### src/rtl/parity_stream.sv
// parity_stream: streaming per-word and per-frame parity generator/checker.
// One output register slot with a full-throughput valid/ready handshake.
// A two-state FSM tracks whether a frame is open. While a frame is open the
// parity mode and the running parity are held. The frame parity check at the
// last beat feeds a saturating error counter.
module parity_stream #(
    parameter int WIDTH = 8,
    parameter int CNT_W = 8
) (
    input  logic             clk,
    input  logic             rst_n,
    input  logic             odd_mode,
    input  logic             in_valid,
    output logic             in_ready,
    input  logic [WIDTH-1:0] in_data,
    input  logic             in_last,
    input  logic             in_par,
    input  logic             err_clr,
    output logic             out_valid,
    input  logic             out_ready,
    output logic [WIDTH-1:0] out_data,
    output logic             out_par,
    output logic             out_last,
    output logic             frame_par,
    output logic             err,
    output logic [CNT_W-1:0] err_cnt
);

    localparam logic [0:0] S_IDLE  = 1'b0;
    localparam logic [0:0] S_FRAME = 1'b1;

    localparam logic [CNT_W-1:0] CNT_MAX = {CNT_W{1'b1}};

    logic [0:0]       r_state;
    logic             r_mode;
    logic             r_acc;
    logic             r_out_valid;
    logic [WIDTH-1:0] r_out_data;
    logic             r_out_par;
    logic             r_out_last;
    logic             r_frame_par;
    logic             r_err;
    logic [CNT_W-1:0] r_err_cnt;

    logic w_accept;
    logic w_first;
    logic w_wp;
    logic w_mode;
    logic w_acc_nxt;
    logic w_fpar;
    logic w_err;
    logic w_inc;

    // The slot can take a new beat when it is empty or is draining this cycle.
    assign in_ready  = !r_out_valid || out_ready;
    assign w_accept  = in_valid && in_ready;

    // The first beat of a frame samples the live mode and restarts the accumulator.
    assign w_first   = (r_state == S_IDLE);
    assign w_wp      = ^in_data;
    assign w_mode    = w_first ? odd_mode : r_mode;
    assign w_acc_nxt = w_first ? w_wp : (r_acc ^ w_wp);
    assign w_fpar    = w_acc_nxt ^ w_mode;
    assign w_err     = in_last && (in_par != w_fpar);
    assign w_inc     = w_accept && w_err;

    // Frame tracking: open/close state, latched mode and the running word parity.
    always_ff @(posedge clk or negedge rst_n) begin
        if (!rst_n) begin
            r_state <= S_IDLE;
            r_mode  <= 1'b0;
            r_acc   <= 1'b0;
        end else if (w_accept) begin
            r_acc  <= w_acc_nxt;
            r_mode <= w_mode;
            case (r_state)
                S_IDLE:  r_state <= in_last ? S_IDLE : S_FRAME;
                S_FRAME: r_state <= in_last ? S_IDLE : S_FRAME;
                default: r_state <= S_IDLE;
            endcase
        end
    end

    // Output slot: load on accept, otherwise empty out once downstream takes the beat.
    always_ff @(posedge clk or negedge rst_n) begin
        if (!rst_n) begin
            r_out_valid <= 1'b0;
            r_out_data  <= '0;
            r_out_par   <= 1'b0;
            r_out_last  <= 1'b0;
            r_frame_par <= 1'b0;
            r_err       <= 1'b0;
        end else if (w_accept) begin
            r_out_valid <= 1'b1;
            r_out_data  <= in_data;
            r_out_par   <= w_wp ^ w_mode;
            r_out_last  <= in_last;
            r_frame_par <= in_last ? w_fpar : 1'b0;
            r_err       <= w_err;
        end else if (out_ready) begin
            r_out_valid <= 1'b0;
        end
    end

    // Error counter: saturates at all-ones; a clear that lands on an error leaves 1.
    always_ff @(posedge clk or negedge rst_n) begin
        if (!rst_n) begin
            r_err_cnt <= '0;
        end else if (err_clr) begin
            r_err_cnt <= w_inc ? CNT_W'(1) : '0;
        end else if (w_inc && (r_err_cnt != CNT_MAX)) begin
            r_err_cnt <= r_err_cnt + CNT_W'(1);
        end
    end

    assign out_valid = r_out_valid;
    assign out_data  = r_out_data;
    assign out_par   = r_out_par;
    assign out_last  = r_out_last;
    assign frame_par = r_frame_par;
    assign err       = r_err;
    assign err_cnt   = r_err_cnt;

endmodule

### config.mk
export PLATFORM = sky130hd
export DESIGN_NAME = parity_stream
export DESIGN_NICKNAME = d
export VERILOG_FILES = /design/src/rtl/parity_stream.sv
export SDC_FILE = /design/constraint.sdc
export NUM_CORES = 1
export LEC_CHECK = 0
export CAP_MARGIN = 10
export CORE_MARGIN = 1
export CORE_UTILIZATION = 49
export CTS_BUF_LIST = sky130_fd_sc_hd__clkbuf_8 sky130_fd_sc_hd__clkbuf_16
export CTS_CLUSTER_DIAMETER = 120
export CTS_CLUSTER_SIZE = 30
export DETAILED_ROUTE_END_ITERATION = 12
export PLACE_DENSITY = 0.8
export SLEW_MARGIN = 10
export SYNTH_ARGS = -nofsm -noshare
export SYNTH_HDL_FRONTEND = slang
export SYNTH_SLANG_ARGS = --single-unit
### constraint.sdc
create_clock -name clk -period 2.25 [get_ports clk]
set_input_delay 0.45 -clock clk [delete_from_list [all_inputs] [get_ports clk]]
set_output_delay 0.45 -clock clk [all_outputs]
set_load 0.03 [all_outputs]
==> results.sh <==
export IMPL_status="complete, but fails checks"
export IMPL_failed_checks="design-rule violations"
export IMPL_grt_max_degree=25
export IMPL_r2r_start="err_cnt[1]"
export IMPL_cp_slowest_cell="dfrtp_1"
export IMPL_wirelength_um=3790
export IMPL_synth_seq_area_share=0.396
export IMPL_avgSynthCellArea_um2=10.8
export IMPL_arrival_ns=2.33
export IMPL_numCtsBuffers=3
export IMPL_slew_violations=0
export IMPL_max_freq_mhz=460
export IMPL_ys_ff_latch=24
export IMPL_clock_skew_ns=0.00157
export IMPL_yosys_warnings=0
export IMPL_n_antenna_cell=0
export IMPL_firstDrtPassIters=8
export IMPL_crit_fanout=6
export IMPL_slowest_delay_ns=0.43
export IMPL_maxCapViolations=0
export IMPL_tightest_slew_ns=0.518
export IMPL_ctsHoldBuffers=0
export IMPL_vdd_ir_drop_max_v=0.000507
export IMPL_cts_tree="done"
export IMPL_setup_tns_ns=0
export IMPL_relSlewSlack=0.653
export IMPL_dp_hpwl_um=2770
export IMPL_numPlacedInstances=218
export IMPL_setup_viol_count_final=0
export IMPL_finalHoldViolCount=0
export IMPL_wl_per_cell_um=17.0
export IMPL_root_buffer="clkbuf_8"
export IMPL_criticalPathCategory="reg -> reg"
export IMPL_synth_distinct_cells=39
export IMPL_drive_gt1_frac=0.224
export IMPL_worstPathCellList="ha_1 -> and3_1 -> buf_4 -> a21o_1 -> a2111oi_4 -> mux2i_1 -> mux2_1"
export IMPL_critical_path_startpoint="err_cnt[1]"
export IMPL_cp_start_kind="flop"
export IMPL_die_w_um=57.6
export IMPL_grt_overflow=0
export IMPL_synth_nets=157
export IMPL_fillers=208
export IMPL_synth_area_mm2=0.00152
export IMPL_gp_congestion=0.844
export IMPL_grt_util_all_layers=0.237
export IMPL_via_count=1322
export IMPL_vias_per_cell=5.93
export IMPL_layout_setup_ws_ns=0.0757
export IMPL_clock_sinks=24
export IMPL_io_buffer_count=37
export IMPL_hold_ws_ns=0.489
export IMPL_clock_path_buffers=2
export IMPL_pre_cts_ws_ns=-0.376
export IMPL_initial_core_util=0.531
export IMPL_hold_start="frame_par"
export IMPL_hp_class="reg -> reg"
export IMPL_p_leak_uw=0.000894
export IMPL_die_y_um=57.6
export IMPL_fin_crit_ns=2.17
export IMPL_die_area_mm2=0.00332
export IMPL_drc=1
export IMPL_min_period_over_period=0.966
export IMPL_ant_nets=0
export IMPL_worstPathRequired_ns=2.41
export IMPL_synth_cells=140
export IMPL_drtIter0Drc=59
export IMPL_stdcell_count=223
export IMPL_rows=19
export IMPL_path_clk_slew_ns=0.09
export IMPL_cts_max_level=1
export IMPL_fin_nets=210
export IMPL_area_growth_pct=40.0
export IMPL_grt_pass1_vias=1342
export IMPL_core_mm2=0.00285
export IMPL_power_density_mw_per_mm2=795
export IMPL_grt_first_pass_wirelength_um=6050
export IMPL_rsz0062_at_grt="yes"
export IMPL_insertion_delay_ns=0.27
export IMPL_cp_end_kind="flop"
export IMPL_io_pins=38
export IMPL_antenna_found_initial=0
critical path, delay by kind of cell (launching register included):
kind / cells / cell delay, ns
AOI/OAI and AO/OA: 2 / 0.59
DFF: 1 / 0.43
muxes: 2 / 0.44
adders and majority gates: 1 / 0.23
and+or+nand+nor: 1 / 0.20
buffers and inverters: 1 / 0.17
metal layers:
layer | vias to the layer above | global-route usage | routed length (um)
met5 | - | 0 | 0
met4 | 0 | 0.0941 | 101
met3 | 12 | 0.0313 | 176
met2 | 43 | 0.395 | 1850
met1 | 653 | 0.313 | 1660
li1 | 614 | - | -
final timing paths:
kind                              endpoint  slack, ns  depth (start not counted)
min in group asynchronous       err_cnt[6]       0.53                          2
max in group asynchronous         out_last       1.47                          2
worst max register to register  err_cnt[5]       0.08                          7
worst min register to register   frame_par       0.49                          2
worst max-delay path            err_cnt[5]       0.08                          7
worst min-delay path             frame_par       0.49                          2
cells in the mapped netlist:
cell        n  area share
a2111oi_4   2       0.036
a211oi_1    2      0.0099
a21o_1      2      0.0099
a21oi_1     4       0.013
a31oi_1     2      0.0083
and3_1      1      0.0041
and4_1      1      0.0058
and4b_1     1      0.0066
buf_2       3      0.0099
buf_6       1      0.0074
clkbuf_1    1      0.0025
dfrtp_1    24        0.40
ha_1        1      0.0083
inv_1       2      0.0050
inv_2       1      0.0025
mux2_1      6       0.045
mux2_2     10       0.074
mux2_4      1      0.0099
mux2i_1    11       0.073
mux2i_4     1       0.015
nand2_1     9       0.022
nand2b_1    4       0.017
nand3_1     4       0.013
nand4_1     4       0.017
nor2_1      9       0.022
nor2b_1     8       0.033
nor3_1      1      0.0033
nor4_1      3       0.012
nor4b_1     1      0.0058
o211ai_1    3       0.015
o21ai_0     2      0.0066
o21ai_1     1      0.0033
o2bb2ai_1   1      0.0058
o31ai_1     1      0.0050
or2_2       1      0.0041
or4_1       1      0.0050
xnor2_1     6       0.035
xnor2_2     2       0.021
xor2_1      2       0.012
final cells by class:
type | instances | area, um^2 | share of cell area
Multi-Input combinational cell | 108 | 898 | 0.423
Inverter | 3 | 11.3 | 0.00531
Clock buffer | 3 | 41.3 | 0.0195
Sequential cell | 24 | 601 | 0.283
Clock inverter | 1 | 30.0 | 0.0142
Tap cell | 31 | 38.8 | 0.0183
Timing Repair Buffer | 53 | 502 | 0.236
stage by stage:
| step | utilization | instance area [um^2] | power [uW] |
|---|---|---|---|
| finish | 0.744 | 2120 | 1690 |
| detailed placement | 0.704 | 2010 | 1270 |
| CTS | 0.736 | 2100 | 1680 |
| floorplan | - | 1520 | 1000 |
| global route | 0.744 | 2120 | 1760 |
| global placement | 0.704 | 2010 | 1240 |
kinds of logic (layout without fill, tap and decap cells):
family,count (synthesis),count (layout),synth area share
mux,29,29,0.216
compound gates,20,20,0.113
buf+inv,8,60,0.0272
simple gates,48,48,0.171
xor+xnor,10,10,0.0677
flops,24,24,0.396
fa+ha+maj,1,1,0.00826
power breakdown:
group	switching [uW]	internal, uW	leakage [uW]
Sequential	56.8	500	0.000300
Combinational	389	358	0.000558
Clock	145	238	0.0000357
Total	591	1100	0.000894
what timing repair did:
action,4_1_cts,5_1_grt
gates resized for setup,2,4
setup endpoints to repair,8,3
cloned,0,0
setup buffers,1,0
pin swaps,1,1
flip-flops by register name, indices dropped and copies added (netlist names):
| signal | cells |
|---|---|
| out_valid | 1 |
| frame_par | 1 |
| out_last | 1 |
| err_cnt | 8 |
| r_mode | 1 |
| r_acc | 1 |
| out_par | 1 |
| out_data | 8 |
| err | 1 |
| r_state | 1 |
placed cells by master, fill, tap and decap left out, types with 2 or more instances in the layout:
cell type,n
a211oi_2,2
a21o_1,2
nand2_1,9
a21oi_1,4
clkbuf_8,3
mux2i_1,11
mux2_1,6
nor2b_1,7
buf_4,15
inv_1,2
a2111oi_4,2
clkdlybuf4s50_1,36
nand4_1,4
xor2_1,2
o211ai_1,3
nor4_1,2
o21ai_0,2
a31oi_1,2
nand2b_1,4
dfrtp_1,24
nand3_1,4
xnor2_2,2
nor2_1,9
xnor2_1,6
mux2_2,10
Note: power is estimated with default switching activity, not from simulation.
